File: config.mk
export PLATFORM = sky130hd
export DESIGN_NAME = imem_loader
export DESIGN_NICKNAME = d
export VERILOG_FILES = /design/src/rtl/imem_loader_pkg.sv /design/src/rtl/imem_loader.sv
export SDC_FILE = /design/constraint.sdc
export NUM_CORES = 1
export LEC_CHECK = 0
export BUFFER_PORTS_ARGS = -buffer_cell sky130_fd_sc_hd__buf_2
export CORE_MARGIN = 2
export CORE_UTILIZATION = 55
export CTS_CLUSTER_DIAMETER = 120
export CTS_CLUSTER_SIZE = 16
export DETAILED_ROUTE_END_ITERATION = 8
export PLACE_DENSITY = 0.76
export RECOVER_POWER = 100
export SLEW_MARGIN = 25
export SYNTH_ARGS = -nofsm -noshare
export SYNTH_HDL_FRONTEND = slang
export SYNTH_SLANG_ARGS = --single-unit
File: constraint.sdc
create_clock -name clk -period 2.9 [get_ports clk]
set_input_delay 0.145 -clock clk [delete_from_list [all_inputs] [get_ports clk]]
set_output_delay 0.145 -clock clk [all_outputs]
set_load 0.05 [all_outputs]
File: src/rtl/imem_loader_pkg.sv
// Shared definitions for the instruction-memory loader: FSM encoding, error codes
// and the default memory size that the instruction memory also uses.
package imem_loader_pkg;

    typedef enum logic [2:0] {
        S_IDLE    = 3'd0,
        S_LEN_HI  = 3'd1,
        S_LEN_LO  = 3'd2,
        S_PAYLOAD = 3'd3,
        S_CHECK   = 3'd4,
        S_DONE    = 3'd5,
        S_ERR     = 3'd6
    } loader_state_t;

    localparam logic [1:0] ERR_NONE = 2'b00;
    localparam logic [1:0] ERR_LEN  = 2'b01;
    localparam logic [1:0] ERR_CSUM = 2'b10;

    localparam int unsigned MEM_BYTES_DEFAULT = 4096;

    // Payload size in bytes for a word count; widened so 0xFFFF words cannot wrap.
    function automatic logic [31:0] frame_bytes(input logic [15:0] words);
        return {14'd0, words, 2'b00};
    endfunction

endpackage

File: src/rtl/imem_loader.sv
// Framed byte-stream loader for the big-endian instruction memory: parses
// LEN_HI/LEN_LO/payload/XOR-checksum and holds the CPU in reset while loading.
module imem_loader
    import imem_loader_pkg::*;
#(
    parameter int unsigned MEM_BYTES = MEM_BYTES_DEFAULT,
    parameter int unsigned BASE_ADDR = 0,
    parameter int unsigned ADDR_W    = 32
) (
    input  logic              clk,
    input  logic              rst_n,
    input  logic              load_start,
    input  logic              in_valid,
    input  logic [7:0]        in_data,
    output logic              in_ready,
    output logic              wr_en,
    output logic [ADDR_W-1:0] wr_addr,
    output logic [7:0]        wr_data,
    output logic              cpu_hold,
    output logic              done,
    output logic              err,
    output logic [1:0]        err_code,
    output logic [15:0]       words_loaded
);

    localparam logic [31:0] CAPACITY = 32'(MEM_BYTES - BASE_ADDR);

    // Handshake: a byte moves on a rising edge where in_valid & in_ready are both
    // high; in_ready depends on state only, never on in_valid.
    loader_state_t state, state_nxt;

    logic [15:0] len_n;
    logic [17:0] idx;
    logic [7:0]  xor_acc;
    logic [15:0] len_full;
    logic        accept;
    logic        len_over;
    logic        last_byte;
    logic        csum_ok;

    assign in_ready  = state inside {S_LEN_HI, S_LEN_LO, S_PAYLOAD, S_CHECK};
    assign accept    = in_valid & in_ready;
    assign len_full  = {len_n[15:8], in_data};
    assign len_over  = frame_bytes(len_full) > CAPACITY;
    assign last_byte = idx == ({len_n, 2'b00} - 18'd1);
    assign csum_ok   = in_data == xor_acc;
    assign cpu_hold  = state != S_IDLE;
    assign done      = state == S_DONE;

    always_ff @(posedge clk or negedge rst_n) begin
        if (!rst_n) begin
            state <= S_IDLE;
        end else begin
            state <= state_nxt;
        end
    end

    always_comb begin
        state_nxt = state;
        unique case (state)
            S_IDLE: begin
                if (load_start) state_nxt = S_LEN_HI;
            end
            S_LEN_HI: begin
                if (accept) state_nxt = S_LEN_LO;
            end
            S_LEN_LO: begin
                if (accept) begin
                    if (len_over)              state_nxt = S_ERR;
                    else if (len_full == '0)   state_nxt = S_CHECK;
                    else                       state_nxt = S_PAYLOAD;
                end
            end
            S_PAYLOAD: begin
                if (accept && last_byte) state_nxt = S_CHECK;
            end
            S_CHECK: begin
                if (accept) state_nxt = csum_ok ? S_DONE : S_ERR;
            end
            S_DONE:  state_nxt = S_IDLE;
            S_ERR:   state_nxt = S_IDLE;
            default: state_nxt = S_IDLE;
        endcase
    end

    // The write is registered at the accepting edge, so it lands one cycle later,
    // still inside the hold window even for the final payload byte.
    always_ff @(posedge clk or negedge rst_n) begin
        if (!rst_n) begin
            wr_en        <= 1'b0;
            wr_addr      <= '0;
            wr_data      <= '0;
            err          <= 1'b0;
            err_code     <= ERR_NONE;
            words_loaded <= '0;
            len_n        <= '0;
            idx          <= '0;
            xor_acc      <= '0;
        end else begin
            wr_en <= 1'b0;
            case (state)
                S_IDLE: begin
                    if (load_start) begin
                        err          <= 1'b0;
                        err_code     <= ERR_NONE;
                        words_loaded <= '0;
                        idx          <= '0;
                        xor_acc      <= '0;
                    end
                end
                S_LEN_HI: begin
                    if (accept) len_n[15:8] <= in_data;
                end
                S_LEN_LO: begin
                    if (accept) begin
                        len_n[7:0] <= in_data;
                        if (len_over) begin
                            err      <= 1'b1;
                            err_code <= ERR_LEN;
                        end
                    end
                end
                S_PAYLOAD: begin
                    if (accept) begin
                        wr_en   <= 1'b1;
                        wr_addr <= ADDR_W'(BASE_ADDR) + ADDR_W'(idx);
                        wr_data <= in_data;
                        idx     <= idx + 18'd1;
                        xor_acc <= xor_acc ^ in_data;
                        if (idx[1:0] == 2'b11) words_loaded <= words_loaded + 16'd1;
                    end
                end
                S_CHECK: begin
                    if (accept && !csum_ok) begin
                        err      <= 1'b1;
                        err_code <= ERR_CSUM;
                    end
                end
                default: ;
            endcase
        end
    end

endmodule

After elaboration in Yosys (flattened, before gate mapping)
Index checks and enable logic that the tools add are counted.
- $add $sub $neg: 3
- bitwise gates (word level): 2
- reduce and logical (&&, ||, !) cells: 16
- order comparisons: 1
- mux-type cells: 31
- eq/ne operators: 17
- operators by type and width (operator ; count):
    two-way mux 16 bit ; 3
    two-way mux 18 bit ; 2
    one-hot mux 18 bit (2 select lines) ; 1
    one-hot mux 16 bit (2 select lines) ; 1
    two-way mux 3 bit ; 7
    adder 18 x 1 -> 18 bit (second input constant) ; 1
    == test 18 bit ; 1
    > comparator 18 x 13 -> 1 bit (second input constant) ; 1
    subtractor 18 x 1 -> 18 bit (second input constant) ; 1
    adder 16 x 1 -> 16 bit (second input constant) ; 1
    logical NOT 16 bit ; 1
    two-way mux 8 bit ; 2
    one-hot mux 8 bit (2 select lines) ; 1
    one-hot mux 3 bit (5 select lines) ; 1
    inequality test 2 bit (second input constant) ; 6
    two-way mux 2 bit ; 5
    AND reduction 5 bit ; 2
    == test 8 bit ; 1
    XOR 8 bit ; 1
    == test 3 x 2 -> 1 bit (second input constant) ; 2
    == test 3 bit (second input constant) ; 2
    two-way mux 1 bit ; 6
    inequality test 2 x 1 -> 1 bit (second input constant) ; 3
    one-hot mux 2 bit (3 select lines) ; 1
    other kinds (13) ; 17
- output and inout port bits: 63
- input port bits: 12
- register bits: 91

Longest topological paths before layout
Gate-level depths: netlist of the first run.
- depth in word-level cells: 6
- mapped depth: 9

Worst setup path before layout of the first run
OpenSTA, ideal clock, no wires.
- path type: reg-to-reg
- from: reg len_n[10]
- to: reg state[1]
- path slack: 0.581 ns
- clock period less this slack: 2.319 ns
- library setup time: 0.135 ns
- cell stages (with the launch flop): 8
- required time: 2.765 ns
- data arrival time: 2.185 ns
- cell sequence: dfrtp_1 > buf_6 > or4_4 > or3_1 > a2111oi_2 > o22ai_1 > nor4_2 > o211ai_1
- word-level cells in the longest chain between the ends: 5
- ends and longest elaborated chain (what ; RTL line ; text):
    start, declared ; imem_loader.sv:32 ; logic [15:0] len_n;
    start signal, assigned ; imem_loader.sv:112 ; if (accept) len_n[15:8] <= in_data;
    subtractor 18 x 1 -> 18 bit / logical NOT 16 bit (equally long branches) ; imem_loader.sv:45, imem_loader.sv:70 ;
    == test 18 bit / two-way mux 3 bit (equally long branches) ; imem_loader.sv:45, imem_loader.sv:70 ;
    logical AND 1 bit / two-way mux 3 bit (equally long branches) ; imem_loader.sv:75, imem_loader.sv:69 ;
    inequality test 2 x 1 -> 1 bit (no line) / two-way mux 3 bit (equally long branches) ; n/a ;
    AND reduction 5 bit (no line) / one-hot mux 3 bit (5 select lines) (equally long branches) ; n/a ;
    end signal, assigned ; imem_loader.sv:54 ; state <= state_nxt;
    end, declared ; imem_loader.sv:30 ; loader_state_t state, state_nxt;
Several ways; a longest one is shown, not always the timed one. The select of a mux whose other input is x is not followed.
A chain may end at the register's enable or synchronous reset.

Worst setup path after layout of the first run
- from: reg len_n[10]
- to: reg state[0]
Same word-level chain as after synthesis.

==> flow_summary.json, run 1 <==
{
  "cts_htree_levels": 3,
  "vias": 3869,
  "gp_congestion": 0.884,
  "yosysWarningCount": 0,
  "start_kind": "register",
  "drt-wirelength-per-cell_um": 15.1,
  "synth_top_area_share_pct": 47.5,
  "core_um2": 8590,
  "antenna_found_initial": 0,
  "synth.distinct_cells": 56,
  "clk_path_buf_depth": 2,
  "ant_nets": 0,
  "tightest_slew_ns": 1.12,
  "cp_top_family": "simple AND/OR/NAND/NOR gates",
  "ys_seq_area_share_pct": 47.5,
  "drt-total-wl_mm": 10.5,
  "pin_count": 75,
  "start_util_pct": 55.8,
  "cts_buffers": 9,
  "grt_max_degree": 47,
  "layout_commonest_cell": "nand2_1",
  "setup_viol": 0,
  "numPortBuffers": 60,
  "slew_headroom_pct": 25.5,
  "worstPathArrival_ns": 2.81,
  "netlist_instances": 530,
  "rsz0062_at_grt": "false",
  "clock.fmax_mhz": 388,
  "post_cts_buffers": 0,
  "drt_iter0_markers": 255,
  "grt_pass1_vias": 3740,
  "maxCapViolCount": 0,
  "worstPathCellList": "or4_4, or3_1, a2111oi_0, o22ai_1, nor4_2, o21ai_0",
  "synth-main-ff-cell": "dfrtp_1",
  "grt_first_pass_wirelength_mm": 18.1,
  "slowest_delay_ns": 0.56,
  "cts-root-buf": "clkbuf_8",
  "drv_slew": 0,
  "dieArea_um2": 9470,
  "async_flop_share_pct": 100,
  "power_density_nw_per_um2": 884,
  "synth.avg_cell_area_um2": 9.04,
  "clock_skew_ns": 0.0155,
  "cpMaxStageDelayCell": "or4_4",
  "drc_errors": 0,
  "peakVddDrop_uv": 478,
  "fin_setup_tns_ns": 0,
  "diodes": 0,
  "cts.clk_slew.worst_paths_ns": 0.10,
  "mostFrequentLayoutCells": "97 x nand2_1, 91 x dfrtp_1, 52 x clkbuf_1, 49 x o21ai_0, 46 x nor2_1",
  "drive_above_1_share_pct": 9.00,
  "vias_per_cell": 5.55,
  "hpwl_mm": 7.56,
  "final_nets": 599,
  "synth_area_leader_cell": "dfrtp_1",
  "path_buf_inv": 0,
  "fillers": 801,
  "rows": 34,
  "cts_sinks": 91,
  "synth_edf_count": 0,
  "synthTopCellsByArea": "dfrtp_1 48%, nand2_1 7.6%, o21ai_0 5.1%",
  "hold_violations": 0,
  "fin_util_pct": 61.1,
  "die_y_um": 97.3,
  "synth.ff_latch_count": 91,
  "layout.cells.non_filler": 697,
  "leakage_nw": 2.35,
  "period_needed_ns": 2.58,
  "die_x_um": 97.3,
  "grt_overflow_total": 0,
  "status": "complete, no violations",
  "hp-class": "primary input to register",
  "track_usage_pct": 23.5,
  "synth_area_um2": 4790,
  "cp_max_fo": 8,
  "final.period_utilization_pct": 88.9,
  "required_ns": 3.13,
  "area_delta_synth_final_pct": 9.64,
  "numPlacedInstances": 680,
  "cts_tree": "built",
  "whs_ns": 0.0783,
  "path_class": "register to register",
  "critPathCaptureType": "register",
  "worstSkewPairLatency_ns": 0.37,
  "dr.pass1.iters": 4
}
[where the power goes]
group | switching, mW | total [mW] | internal, mW | leakage [nW]
Combinational | 1.28 | 1.89 | 0.617 | 1.04
Clock | 0.452 | 0.847 | 0.395 | 0.0950
Sequential | 0.343 | 1.90 | 1.56 | 1.21
[layer usage]
layer | wire length [µm] | vias up | part of all wire, % | track usage (%)
li1 | - | 1894 | - | -
met1 | 4730 | 1862 | 45 | 32.6
met2 | 5030 | 99 | 48 | 36.7
met3 | 536 | 14 | 5.1 | 5.04
met4 | 210 | 0 | 2.0 | 8.97
met5 | 0 | - | 0 | 0
[cells in the mapped netlist, types with 4 or more instances]
| cell | n |
|---|---|
| nand3_1 | 19 |
| nand2_1 | 97 |
| clkbuf_1 | 21 |
| nor4_1 | 7 |
| o21ai_0 | 49 |
| nor3_1 | 8 |
| a21oi_1 | 12 |
| xnor2_1 | 28 |
| inv_1 | 15 |
| nand4_1 | 8 |
| a31oi_1 | 5 |
| xor2_1 | 18 |
| buf_4 | 14 |
| nor2_1 | 46 |
| o211ai_1 | 4 |
| and3_1 | 8 |
| and2_1 | 8 |
| or3_1 | 8 |
| mux2_2 | 12 |
| dfrtp_1 | 91 |
[registers in the layout, summed over array words and instances (netlist names)]
register	count
idx	18
wr_addr	18
len_n	16
words_loaded	16
wr_data	8
xor_acc	8
state	3
err_code	2
err	1
wr_en	1
[worst reg2reg max path, stage by stage, from the launching register on]
cell and delay [ns]:
dfrtp_1 0.48, or4_4 0.56, or3_1 0.32, a2111oi_0 0.40, o22ai_1 0.15, nor4_2 0.40
o21ai_0 0.15
[cell families (layout without fill, tap and decap cells)]
group | Yosys count | count (layout) | synth area share, %
AND/OR/NAND/NOR | 229 | 229 | 22.6
AO/OA/AOI/OAI | 91 | 91 | 11.8
buffers and inverters | 55 | 101 | 5.61
adder cells (fa/ha/maj) | 3 | 3 | 0.784
flip-flops | 91 | 91 | 47.5
XOR/XNOR | 46 | 46 | 8.41
multiplexers | 14 | 14 | 3.24
other | 1 | 14 | 0.0783
[final cells by class]
class                           count  area [µm²]  area share (%)
Inverter                           15        56.3            1.07
Tap cell                          108         135            2.57
Clock buffer                        9         124            2.36
Timing Repair Buffer               70         298            5.67
Sequential cell                    91        2280            43.4
Multi-Input combinational cell    397        2290            43.7
Clock inverter                      7        68.8            1.31
[what timing repair did]
action | 4_1_cts | 5_1_grt
endpoints found under the setup margin | 0 | 3
endpoints found under the hold margin | 45 | 0
resized for setup | 0 | 1
hold buffers | 1 | 0
[final timing paths]
path	endpoint	from	slack, ns	cells after the start
worst min-delay path	wr_data[3]$_DFFE_PN0P_	in_data[3]	0.08	3
worst min register to register	wr_addr[12]$_DFFE_PN0P_	wr_addr[12]$_DFFE_PN0P_	0.48	2
worst max register to register	state[0]$_DFFE_PN0P_	len_n[10]$_DFFE_PN0P_	0.32	6
min in group asynchronous	len_n[8]$_DFFE_PN0P_	rst_n	0.52	2
max in group asynchronous	idx[4]$_DFFE_PN0P_	rst_n	0.69	3
worst max-delay path	state[0]$_DFFE_PN0P_	len_n[10]$_DFFE_PN0P_	0.32	6
[per-stage QoR]
| stage | instance area (µm²) | setup slack (ns) | total power [mW] |
|---|---|---|---|
| after floorplan | 4840 | 0.581 | 3.40 |
| after global placement | 5140 | 0.407 | 3.80 |
| after detailed placement | 5140 | 0.274 | 3.86 |
| after CTS | 5350 | 0.261 | 4.71 |
| after global routing | 5250 | 0.135 | 4.95 |
| final | 5250 | 0.323 | 4.64 |
(Power assumes the default switching activity.)
==> run 2, diff against run 1 <==
ABC_AREA = 1   (was unset)
PLACE_DENSITY = unset   (was 0.76)
PLACE_DENSITY_LB_ADDON = 0.1   (was unset)
==> run 2 against run 1 <==
Compared with the run above: power grew 18%; final cell count is 20% higher; register-to-register slack improved by 0.08 ns; setup slack gained 0.078 ns; flip-flop and latch count stayed put; wire length up 15%; utilization about the same; largest power group is now combinational cells; clock skew decreased by 0.0061 ns; sequential share of layout area fell by 2.6 points; sequential power about the same; synthesized cell count increased by 26%; critical endpoint is now words_loaded[13]$_DFFE_PN0P_; global-route usage up 1.3 points.
==> flow_summary.json, run 2 <==
{
  "diodes": 0,
  "yosysWarningCount": 0,
  "cp.depth": 11,
  "dp_slack_ns": 0.532,
  "required_ns": 3.16,
  "fin_setup_tns_ns": 0,
  "power_frac_comb_pct": 47.9,
  "final_nets": 737,
  "r2r_end": "words_loaded[13]$_DFFE_PN0P_",
  "slowest_delay_ns": 0.43,
  "worstPathCellList": "inv_1, nor2_1, nand2_2, clkinv_1, nand2_1, nand3_2, nor3_1, nand2_1, nor3_2, and2_1, nor2_1",
  "synth.ff_latch_count": 91,
  "track_usage_pct": 24.8,
  "layout_commonest_cell": "nand2_1",
  "synth_area_leader_cell": "dfrtp_1",
  "reg2reg_from": "state[1]$_DFFE_PN0P_",
  "drt-total-wl_mm": 12.1,
  "dieArea_um2": 10200,
  "status": "complete, no violations",
  "pwr-share-clk_pct": 17.2,
  "fin_util_pct": 61.1,
  "grt_overflow_total": 0,
  "drive_above_1_share_pct": 5.50,
  "synth-main-ff-cell": "dfrtp_1",
  "grt_max_degree": 92,
  "synth_area_um2": 5160,
  "reg2regPathDepth": 11,
  "synth_most_common_cell": "nand2_1",
  "cpMaxStageDelayCell": "dfrtp_1",
  "die_y_um": 101,
  "critPathCaptureType": "register",
  "seqPwrFrac_pct": 35.0,
  "cts_htree_levels": 3,
  "slew_headroom_pct": 45.8,
  "internal_power_mw": 2.75,
  "synth.distinct_cells": 41,
  "rsz0062_at_grt": "false",
  "crit_path_start": "state[1]$_DFFE_PN0P_",
  "synthTopCellsByArea": "dfrtp_1 44%, nand2_1 13%, o21ai_0 6.0%",
  "fin_area_um2": 5590,
  "async_flop_share_pct": 100,
  "worstPathArrival_ns": 2.76,
  "worstSkewPairLatency_ns": 0.36,
  "power.switching_mw": 2.73,
  "core_um2": 9150,
  "rrSetupSlack_ns": 0.40,
  "synth_edf_count": 0,
  "start_util_pct": 56.4,
  "fillers": 899,
  "leakage_nw": 2.64,
  "numPortBuffers": 60,
  "power_density_nw_per_um2": 981,
  "min_from": "in_data[5]",
  "drt-wirelength-per-cell_um": 14.4,
  "drt_iter0_markers": 265,
  "fin_ws_ns": 0.401,
  "start_kind": "register",
  "drc_errors": 0,
  "peakVddDrop_uv": 696,
  "path_buf_inv": 2,
  "rows": 35,
  "hold_violations": 0,
  "gp_congestion": 0.944,
  "final.period_utilization_pct": 86.2,
  "reg_top3": "idx: 18 flops, wr_addr: 18 flops",
  "tightest_slew_ns": 0.814,
  "cts_buffers": 9,
  "vias": 4495,
  "cp_top_family": "simple AND/OR/NAND/NOR gates",
  "clk_path_buf_depth": 2,
  "area_delta_synth_final_pct": 8.34,
  "vias_per_cell": 5.36,
  "period_needed_ns": 2.50,
  "die_x_um": 101,
  "switching_share_pct": 49.8,
  "dr.pass1.iters": 5,
  "synth_common_cells": "178 x nand2_1, 91 x dfrtp_1, 72 x inv_1",
  "cts_tree": "built",
  "drv_slew": 0,
  "hp-class": "primary input to register",
  "grt_pass1_vias": 4144,
  "hpwl_mm": 8.85,
  "ys_seq_area_share_pct": 44.1,
  "synth.avg_cell_area_um2": 7.74,
  "synth_top_area_share_pct": 44.1,
  "cts-root-buf": "clkbuf_8",
  "antenna_found_initial": 0,
  "netlist_instances": 667,
  "pin_count": 75,
  "maxCapViolCount": 0,
  "clock.fmax_mhz": 400,
  "cts.clk_slew.worst_paths_ns": 0.09,
  "clock_skew_ns": 0.00943,
  "setup_viol": 0,
  "cts_sinks": 91,
  "post_dp_cell_area_um2": 5470,
  "cp_max_fo": 11,
  "path_class": "register to register",
  "mostFrequentLayoutCells": "180 x nand2_1, 91 x dfrtp_1, 75 x inv_1, 63 x o21ai_0, 55 x nor2_1",
  "crit_path_end": "words_loaded[13]$_DFFE_PN0P_",
  "grt_first_pass_wirelength_mm": 20.1,
  "ant_nets": 0
}
-- run 2: routing by layer --
metal | wire length (µm) | track usage, % | vias up | share of wire, %
li1 | - | - | 2238 | -
met1 | 5810 | 36.5 | 2103 | 48
met2 | 5520 | 38.5 | 139 | 46
met3 | 576 | 3.19 | 15 | 4.8
met4 | 163 | 7.38 | 0 | 1.4
met5 | 0 | 0 | - | 0
-- run 2: worst min path at each step --
stage / endpoint / cells after the start
after floorplan: err$_DFFE_PN0P_ / 0
after global placement: wr_data[2]$_DFFE_PN0P_ / 1
after detailed placement: len_n[0]$_DFFE_PN0P_ / 1
after CTS: len_n[5]$_DFFE_PN0P_ / 3
after global routing: len_n[3]$_DFFE_PN0P_ / 3
final: wr_data[5]$_DFFE_PN0P_ / 3
-- run 2: cell type report --
| cell class | instances | area, µm² | area share (%) |
|---|---|---|---|
| inverter | 78 | 293 | 5.23 |
| clock inverter | 4 | 75.1 | 1.34 |
| sequential | 91 | 2280 | 40.7 |
| clock buffer | 12 | 135 | 2.42 |
| timing repair buffer | 62 | 260 | 4.65 |
| multi-input combinational | 480 | 2410 | 43.2 |
| tap | 111 | 139 | 2.48 |
-- run 2: power by group through the flow --
stage	clock network (mW)	logic (mW)	registers, mW
2_1_floorplan	0	1.57	2.52
3_3_place_gp	0	2.65	1.93
3_5_place_dp	0	2.69	1.94
4_1_cts	0.957	2.70	1.92
5_1_grt	1.01	2.90	1.97
6_report	0.943	2.63	1.92
-- run 2: logic make-up after synthesis --
family / after synthesis / synth area share, %
other: 1 / 0.0726
AOI/OAI and AO/OA: 99 / 11.2
DFF: 91 / 44.1
adders and majority gates: 3 / 0.727
and+or+nand+nor: 335 / 29.6
xor gates and xnor gates: 29 / 4.92
buffers and inverters: 109 / 9.43
-- run 2: through the flow --
step	hold slack (ns)	cells	power (mW)
after floorplan	-0.151	680	4.09
after global placement	0.431	821	4.57
after detailed placement	0.277	821	4.63
after CTS	0.143	838	5.58
after global routing	0.175	838	5.88
final	0.147	838	5.49
-- run 2: what timing repair did --
| action | 4_1_cts | 5_1_grt |
|---|---|---|
| setup buffers | 0 | 0 |
| resized for setup | 0 | 0 |
| hold buffers | 1 | 0 |
| hold endpoints to repair | 91 | 0 |
-- run 2: worst min-delay path: stages --
cell     delay (ns)
buf_2          0.09
inv_1          0.08
o21ai_0        0.15
